[src/rtl/mul_pe_pkg.sv]
// Shared constants, FSM encoding and helpers for the MUL_PE issue/return sequencer.
package mul_pe_pkg;

    localparam int unsigned DW_DEFAULT = 8;

    localparam logic [1:0] ST_IDLE  = 2'd0;
    localparam logic [1:0] ST_RUN   = 2'd1;
    localparam logic [1:0] ST_FLUSH = 2'd2;

    typedef enum logic [1:0] {
        StIdle  = ST_IDLE,
        StRun   = ST_RUN,
        StFlush = ST_FLUSH
    } state_e;

    // Bits needed to hold values 0..n-1 (at least 1).
    function automatic int unsigned clog2(input int unsigned n);
        int unsigned r;
        r = 1;
        for (int i = 1; i < 32; i++) begin
            if ((64'd1 << i) < 64'(n)) r = i + 1;
        end
        return r;
    endfunction

    // Magnitude of the low w bits of x; -2^(w-1) maps to 2^(w-1), which still fits in w bits.
    function automatic logic [63:0] abs_mag(input logic [63:0] x, input int unsigned w,
                                            input logic is_signed);
        logic [63:0] mask;
        logic [5:0]  msb;
        mask = (w >= 64) ? '1 : ((64'd1 << w) - 64'd1);
        msb  = 6'(w - 1);
        if (is_signed && x[msb]) return (~x + 64'd1) & mask;
        return x & mask;
    endfunction

endpackage

[src/rtl/mul_res_fifo.sv]
// FD-deep synchronous product FIFO; push into a full FIFO is accepted only alongside a pop.
module mul_res_fifo
    import mul_pe_pkg::*;
#(
    parameter int unsigned FD = 4,
    parameter int unsigned W  = 16
) (
    input  logic                      clk,
    input  logic                      rst_n,
    input  logic                      clr,
    input  logic                      push,
    input  logic                      pop,
    input  logic [W-1:0]              wdata,
    output logic [W-1:0]              rdata,
    output logic [clog2(FD + 1)-1:0]  cnt,
    output logic                      full,
    output logic                      empty
);

    localparam int unsigned AW = clog2(FD);
    localparam int unsigned CW = clog2(FD + 1);

    logic [W-1:0]  mem_q [FD];
    logic [AW-1:0] wr_ptr_q, wr_ptr_d;
    logic [AW-1:0] rd_ptr_q, rd_ptr_d;
    logic [CW-1:0] cnt_q, cnt_d;
    logic          do_push, do_pop;

    assign full    = (cnt_q == CW'(FD));
    assign empty   = (cnt_q == '0);
    assign cnt     = cnt_q;
    assign rdata   = mem_q[rd_ptr_q];
    assign do_push = push && (!full || pop) && !clr;
    assign do_pop  = pop && !empty && !clr;

    always_comb begin
        wr_ptr_d = wr_ptr_q;
        rd_ptr_d = rd_ptr_q;
        cnt_d    = cnt_q;
        if (clr) begin
            wr_ptr_d = '0;
            rd_ptr_d = '0;
            cnt_d    = '0;
        end else begin
            if (do_push) wr_ptr_d = wr_ptr_q + AW'(1);
            if (do_pop)  rd_ptr_d = rd_ptr_q + AW'(1);
            if (do_push && !do_pop)      cnt_d = cnt_q + CW'(1);
            else if (!do_push && do_pop) cnt_d = cnt_q - CW'(1);
        end
    end

    always_ff @(posedge clk or negedge rst_n) begin
        if (!rst_n) begin
            wr_ptr_q <= '0;
            rd_ptr_q <= '0;
            cnt_q    <= '0;
        end else begin
            wr_ptr_q <= wr_ptr_d;
            rd_ptr_q <= rd_ptr_d;
            cnt_q    <= cnt_d;
        end
    end

    always_ff @(posedge clk) begin
        if (do_push) mem_q[wr_ptr_q] <= wdata;
    end

endmodule

[src/rtl/mul_pe_seq_ctrl.sv]
// Issue/return sequencer for a DW-stage shift-add MUL_PE chain with credit-protected result FIFO.
// Optional MUL_PE_SEQ_PERF_EN adds a 32-bit perf_ops count of output handshakes.
module mul_pe_seq_ctrl
    import mul_pe_pkg::*;
#(
    parameter int unsigned DW     = DW_DEFAULT,
    parameter int unsigned SIGNED = 1,
    parameter int unsigned FD     = 4
) (
    input  logic              clk,
    input  logic              rst_n,
    input  logic              in_valid,
    output logic              in_ready,
    input  logic [DW-1:0]     in_a,
    input  logic [DW-1:0]     in_b,
    input  logic              flush,
    output logic              pe_en_synch,
    output logic              pe_en,
    output logic [2*DW-1:0]   pe_mul1,
    output logic [DW-1:0]     pe_mul2,
    output logic              pe_sign,
    input  logic [2*DW-1:0]   pe_result,
    input  logic              pe_result_flag,
    input  logic              pe_sign_out,
    output logic              out_valid,
    input  logic              out_ready,
    output logic [2*DW-1:0]   out_data,
    output logic              busy,
`ifdef MUL_PE_SEQ_PERF_EN
    output logic [31:0]       perf_ops,
`endif
    output logic              err
);

    localparam int unsigned CW = clog2(FD + 1);
    localparam logic [CW:0] CREDIT_MAX = (CW + 1)'(FD);

    state_e          state_q, state_d;
    logic [CW-1:0]   in_flight_q, in_flight_d;
    logic            err_q, err_d;
    logic [CW-1:0]   fifo_cnt;
    logic            fifo_full, fifo_empty;
    logic [CW:0]     credit_used;
    logic            issue, res_seen, res_push, res_stray, pop, push_ovf;
    logic [2*DW-1:0] res_data;

    // Credit covers every product already issued or buffered, so the chain never needs to stall.
    assign credit_used = {1'b0, in_flight_q} + {1'b0, fifo_cnt};
    assign in_ready    = !flush && (state_q != StFlush) && (credit_used < CREDIT_MAX);
    assign issue       = in_valid && in_ready;

    assign pe_en       = issue;
    assign pe_en_synch = (state_q != StFlush);
    assign pe_mul1     = (2*DW)'(abs_mag(64'(in_a), DW, SIGNED != 0));
    assign pe_mul2     = DW'(abs_mag(64'(in_b), DW, SIGNED != 0));
    assign pe_sign     = (SIGNED != 0) && (in_a[DW-1] ^ in_b[DW-1]);

    // Results arriving during a flush belong to discarded operations.
    assign res_seen  = pe_result_flag && !flush && (state_q != StFlush);
    assign res_stray = res_seen && (in_flight_q == '0);
    assign res_push  = res_seen && (in_flight_q != '0);
    assign res_data  = pe_sign_out ? -pe_result : pe_result;

    assign out_valid = !fifo_empty;
    assign pop       = out_valid && out_ready;
    assign push_ovf  = res_push && fifo_full && !pop;
    assign busy      = (in_flight_q != '0) || !fifo_empty;
    assign err       = err_q;

    always_comb begin
        state_d     = state_q;
        in_flight_d = in_flight_q;
        err_d       = err_q | res_stray | push_ovf;
        if (flush) begin
            state_d     = StFlush;
            in_flight_d = '0;
        end else begin
            case ({issue, res_push})
                2'b10:   in_flight_d = in_flight_q + CW'(1);
                2'b01:   in_flight_d = in_flight_q - CW'(1);
                default: in_flight_d = in_flight_q;
            endcase
            unique case (state_q)
                StIdle:  if (issue) state_d = StRun;
                StRun:   if (in_flight_d == '0) state_d = StIdle;
                StFlush: state_d = StIdle;
                default: state_d = StIdle;
            endcase
        end
    end

    always_ff @(posedge clk or negedge rst_n) begin
        if (!rst_n) begin
            state_q     <= StIdle;
            in_flight_q <= '0;
            err_q       <= 1'b0;
        end else begin
            state_q     <= state_d;
            in_flight_q <= in_flight_d;
            err_q       <= err_d;
        end
    end

    mul_res_fifo #(
        .FD (FD),
        .W  (2 * DW)
    ) u_fifo (
        .clk   (clk),
        .rst_n (rst_n),
        .clr   (flush),
        .push  (res_push),
        .pop   (pop),
        .wdata (res_data),
        .rdata (out_data),
        .cnt   (fifo_cnt),
        .full  (fifo_full),
        .empty (fifo_empty)
    );

`ifdef MUL_PE_SEQ_PERF_EN
    logic [31:0] perf_ops_q, perf_ops_d;

    assign perf_ops_d = perf_ops_q + (pop ? 32'd1 : 32'd0);
    assign perf_ops   = perf_ops_q;

    always_ff @(posedge clk or negedge rst_n) begin
        if (!rst_n) perf_ops_q <= '0;
        else        perf_ops_q <= perf_ops_d;
    end
`endif

endmodule

[config.mk]
export PLATFORM = sky130hd
export DESIGN_NAME = mul_pe_seq_ctrl
export DESIGN_NICKNAME = d
export VERILOG_FILES = /design/src/rtl/mul_pe_pkg.sv /design/src/rtl/mul_res_fifo.sv /design/src/rtl/mul_pe_seq_ctrl.sv
export SDC_FILE = /design/constraint.sdc
export NUM_CORES = 1
export LEC_CHECK = 0
export ABC_AREA = 0
export ABC_CLOCK_PERIOD_IN_PS = 3640
export BUFFER_PORTS_ARGS = -buffer_cell sky130_fd_sc_hd__buf_2
export CORE_ASPECT_RATIO = 1.75
export CORE_MARGIN = 1.5
export CORE_UTILIZATION = 35
export CTS_BUF_LIST = sky130_fd_sc_hd__clkbuf_8
export DETAILED_ROUTE_END_ITERATION = 16
export GPL_ROUTABILITY_DRIVEN = 0
export GPL_TIMING_DRIVEN = 0
export PLACE_DENSITY = 0.59
export SETUP_SLACK_MARGIN = 0.2
export SLEW_MARGIN = 10
export SYNTH_ARGS = -nofsm -noshare
export SYNTH_HDL_FRONTEND = slang
export SYNTH_SLANG_ARGS = --single-unit
[constraint.sdc]
create_clock -name clk -period 3.64 [get_ports clk]
set_input_delay 0.728 -clock clk [delete_from_list [all_inputs] [get_ports clk]]
set_output_delay 0.728 -clock clk [all_outputs]
set_load 0.005 [all_outputs]
==> impl_metrics.ini <==
[status]
status = completed

[sta]
hold_ws_ns = 0.259
slew_viol_final = 0
fmax_ghz = 0.330
rsz0062_at_grt = false
fin_crit_ns = 3.03
timing.final.crit_share_pct = 83.1
relSlewSlack_pct = 51.0
setup-tns-final_ns = 0
skew_ns = 0.00765
hold_viol = 0
tightest_slew_ns = 0.734
setup_violations = 0

[clock_tree]
cts_hold_buf = 0
post_cts_buffers = 0
cts_resized = 0
cts_max_level = 3
clock_latency_ns = 0.35
cts_sinks = 77
numCtsBuffers = 9
cts_tree = yes
path_clk_slew_ns = 0.08
cts_root_buffer = clkbuf_8
clk_path_buf_depth = 2

[floorplan]
initial_core_util_pct = 35.6
die_h_um = 143
std_cell_rows = 51
core_area_um2 = 11000
io_pins = 86
die_area_um2 = 11900
fp.dieW_um = 83.1

[place]
port-buffer-count = 75
placed_cells = 496
dp_hpwl_um = 5710

[global_route]
gr-total-overflow = 0
antenna_found_initial = 0
grt_pass1_vias = 2470
track_usage_pct = 14.0
grt_pass1_wl_um = 12600
grt_max_degree = 17

[power]
power.density_nw_per_um2 = 489
irDropWorstVdd_mv = 0.210
p_leak_nw = 1.82

[setup_path]
critPathCaptureType = primary output
critPathKind = flop to primary output
critPathLaunchType = flop
cp.required_ns = 2.91
critPathMaxFanout = 10
arrival_ns = 2.30

[final_layout]
drive_above_1_share_pct = 35.5
n_antenna_cell = 0
synthToLayoutAreaGrowth_pct = 20.5
fin_cells = 512
utilization_pct = 42.9
fillCellCount = 1043
nets = 426

[detailed_routing]
drc = 0
viasPerCell = 4.87
drt-pass1-iter-count = 4
wire_per_inst_um = 15.3
first_iter_violations = 175
detail-route-antenna-nets = 0
wl_um = 7850
vias = 2492

[job]
cap_violations = 0

[synth]
netlist_area_um2 = 3930
synth_edf_count = 64
ys_types = 50
syn_inst = 282
synth_area_per_cell_um2 = 13.9
ys_top_cells_by_area = edfxtp_1 49%, mux4_2 9.2%, dfrtp_1 8.3%, xnor2_1 5.8%, ha_1 3.2%
ys_seq_area_share_pct = 57.2
yosys_warnings = 0
yosysTopAreaCellShare_pct = 48.9
synth_seq_cells = 77
synth_top_area_cell = edfxtp_1
synth_ff_type = edfxtp_1
synthArstFlopShare_pct = 16.9

[worst_hold_path]
hold_path.class = primary input to async pin
through the flow:
step	cell area (µm²)	setup WS (ns)	power (mW)
finish	4730	0.614	2.31
global placement	4490	0.670	1.58
global route	4730	0.431	2.44
floorplan	3950	0.801	1.39
CTS	4730	0.563	2.34
detailed placement	4490	0.674	1.59
synth_stat cells, drive strengths merged (2+ instances only):
library cell,count
o311ai,2
nand2,22
nor2,18
clkbuf,9
nand2b,3
or4,4
ha,10
and2,2
mux4,16
xnor2,26
nor4,5
nor3,5
a21boi,2
o31ai,10
fa,2
and4b,2
and3,7
edfxtp,64
xor2,5
o211ai,4
or3,6
inv,12
o21ai,6
dfrtp,13
buf,13
cell usage in the layout (no fill, tap or decap), drive strengths merged, types with 2 or more instances in the layout:
cell    synthesis  routed
nor4            5       5
dfrtp          13      13
nor3            5       5
a21boi          2       2
conb            1       8
o211ai          4       4
o21ai           6       6
nand2b          3       3
or3             6       6
bufinv          0       3
or4             4       4
xnor2          26      26
o31ai          10      10
edfxtp         64      64
and2            2       2
buf            13      88
clkbuf          9      18
fa              2       2
ha             10      10
and4b           2       2
inv            12      14
mux4           16      16
xor2            5       5
nor2           18      18
o311ai          2       2
nand2          22      22
and3            7       7
worst max-delay path: stages (launching register included):
cell and delay, ns:
dfrtp_1 0.32, clkbuf_1 0.41, clkbuf_1 0.62, mux4_2 0.45, buf_2 0.15
state kept, by name (all words and copies together) (netlist names):
register and cells:
u_fifo.mem_q 64, u_fifo.rd_ptr_q 2, u_fifo.wr_ptr_q 2, state_q 2, u_fifo.cnt 3, in_flight_q 3, err 1
layer usage:
layer / routed length [µm] / GRT usage, % / up-vias
met5: 0 / 0 / -
met4: 151 / 5.70 / 0
met3: 346 / 3.93 / 13
li1: - / - / 1219
met1: 2910 / 14.8 / 1204
met2: 4440 / 26.1 / 56
cell families after synthesis:
| group | after synthesis | share of synthesized area (%) |
|---|---|---|
| fa+ha+maj | 12 | 4.21 |
| flops | 77 | 57.2 |
| buf+inv | 34 | 4.46 |
| simple gates | 80 | 11.7 |
| compound gates | 30 | 5.96 |
| mux | 17 | 9.43 |
| xor+xnor | 31 | 6.91 |
| other cells | 1 | 0.0955 |
area by class of cell:
cell class	count	area (µm²)	share of cell area, %
Buffer	22	130	2.75
Clock buffer	9	124	2.62
Clock inverter	7	114	2.41
Inverter	12	45.0	0.952
Multi-Input combinational cell	178	1530	32.4
Sequential cell	77	2250	47.5
Tap cell	132	165	3.49
Timing Repair Buffer	75	375	7.93
power breakdown:
group / switching [mW] / internal (mW) / leakage [nW]
sequential: 0.0301 / 0.990 / 0.748
clock: 0.303 / 0.453 / 0.119
combinational: 0.261 / 0.277 / 0.954
total: 0.594 / 1.72 / 1.82
path summary, 6_finish.rpt:
kind / start / to / slack [ns] / cells past startpoint
worst max-delay path: u_fifo.rd_ptr_q[1] / out_data[7] / 0.61 / 4
worst min-delay path: rst_n / in_flight_q[2] / 0.26 / 1
worst max register to register: u_fifo.cnt[2] / state_q[0] / 0.67 / 11
worst min register to register: state_q[1] / state_q[0] / 0.42 / 1
max in group asynchronous: rst_n / in_flight_q[1] / 3.15 / 1
min in group clk: state_q[1] / state_q[0] / 0.42 / 1
Power figures use the tool's default switching activity.
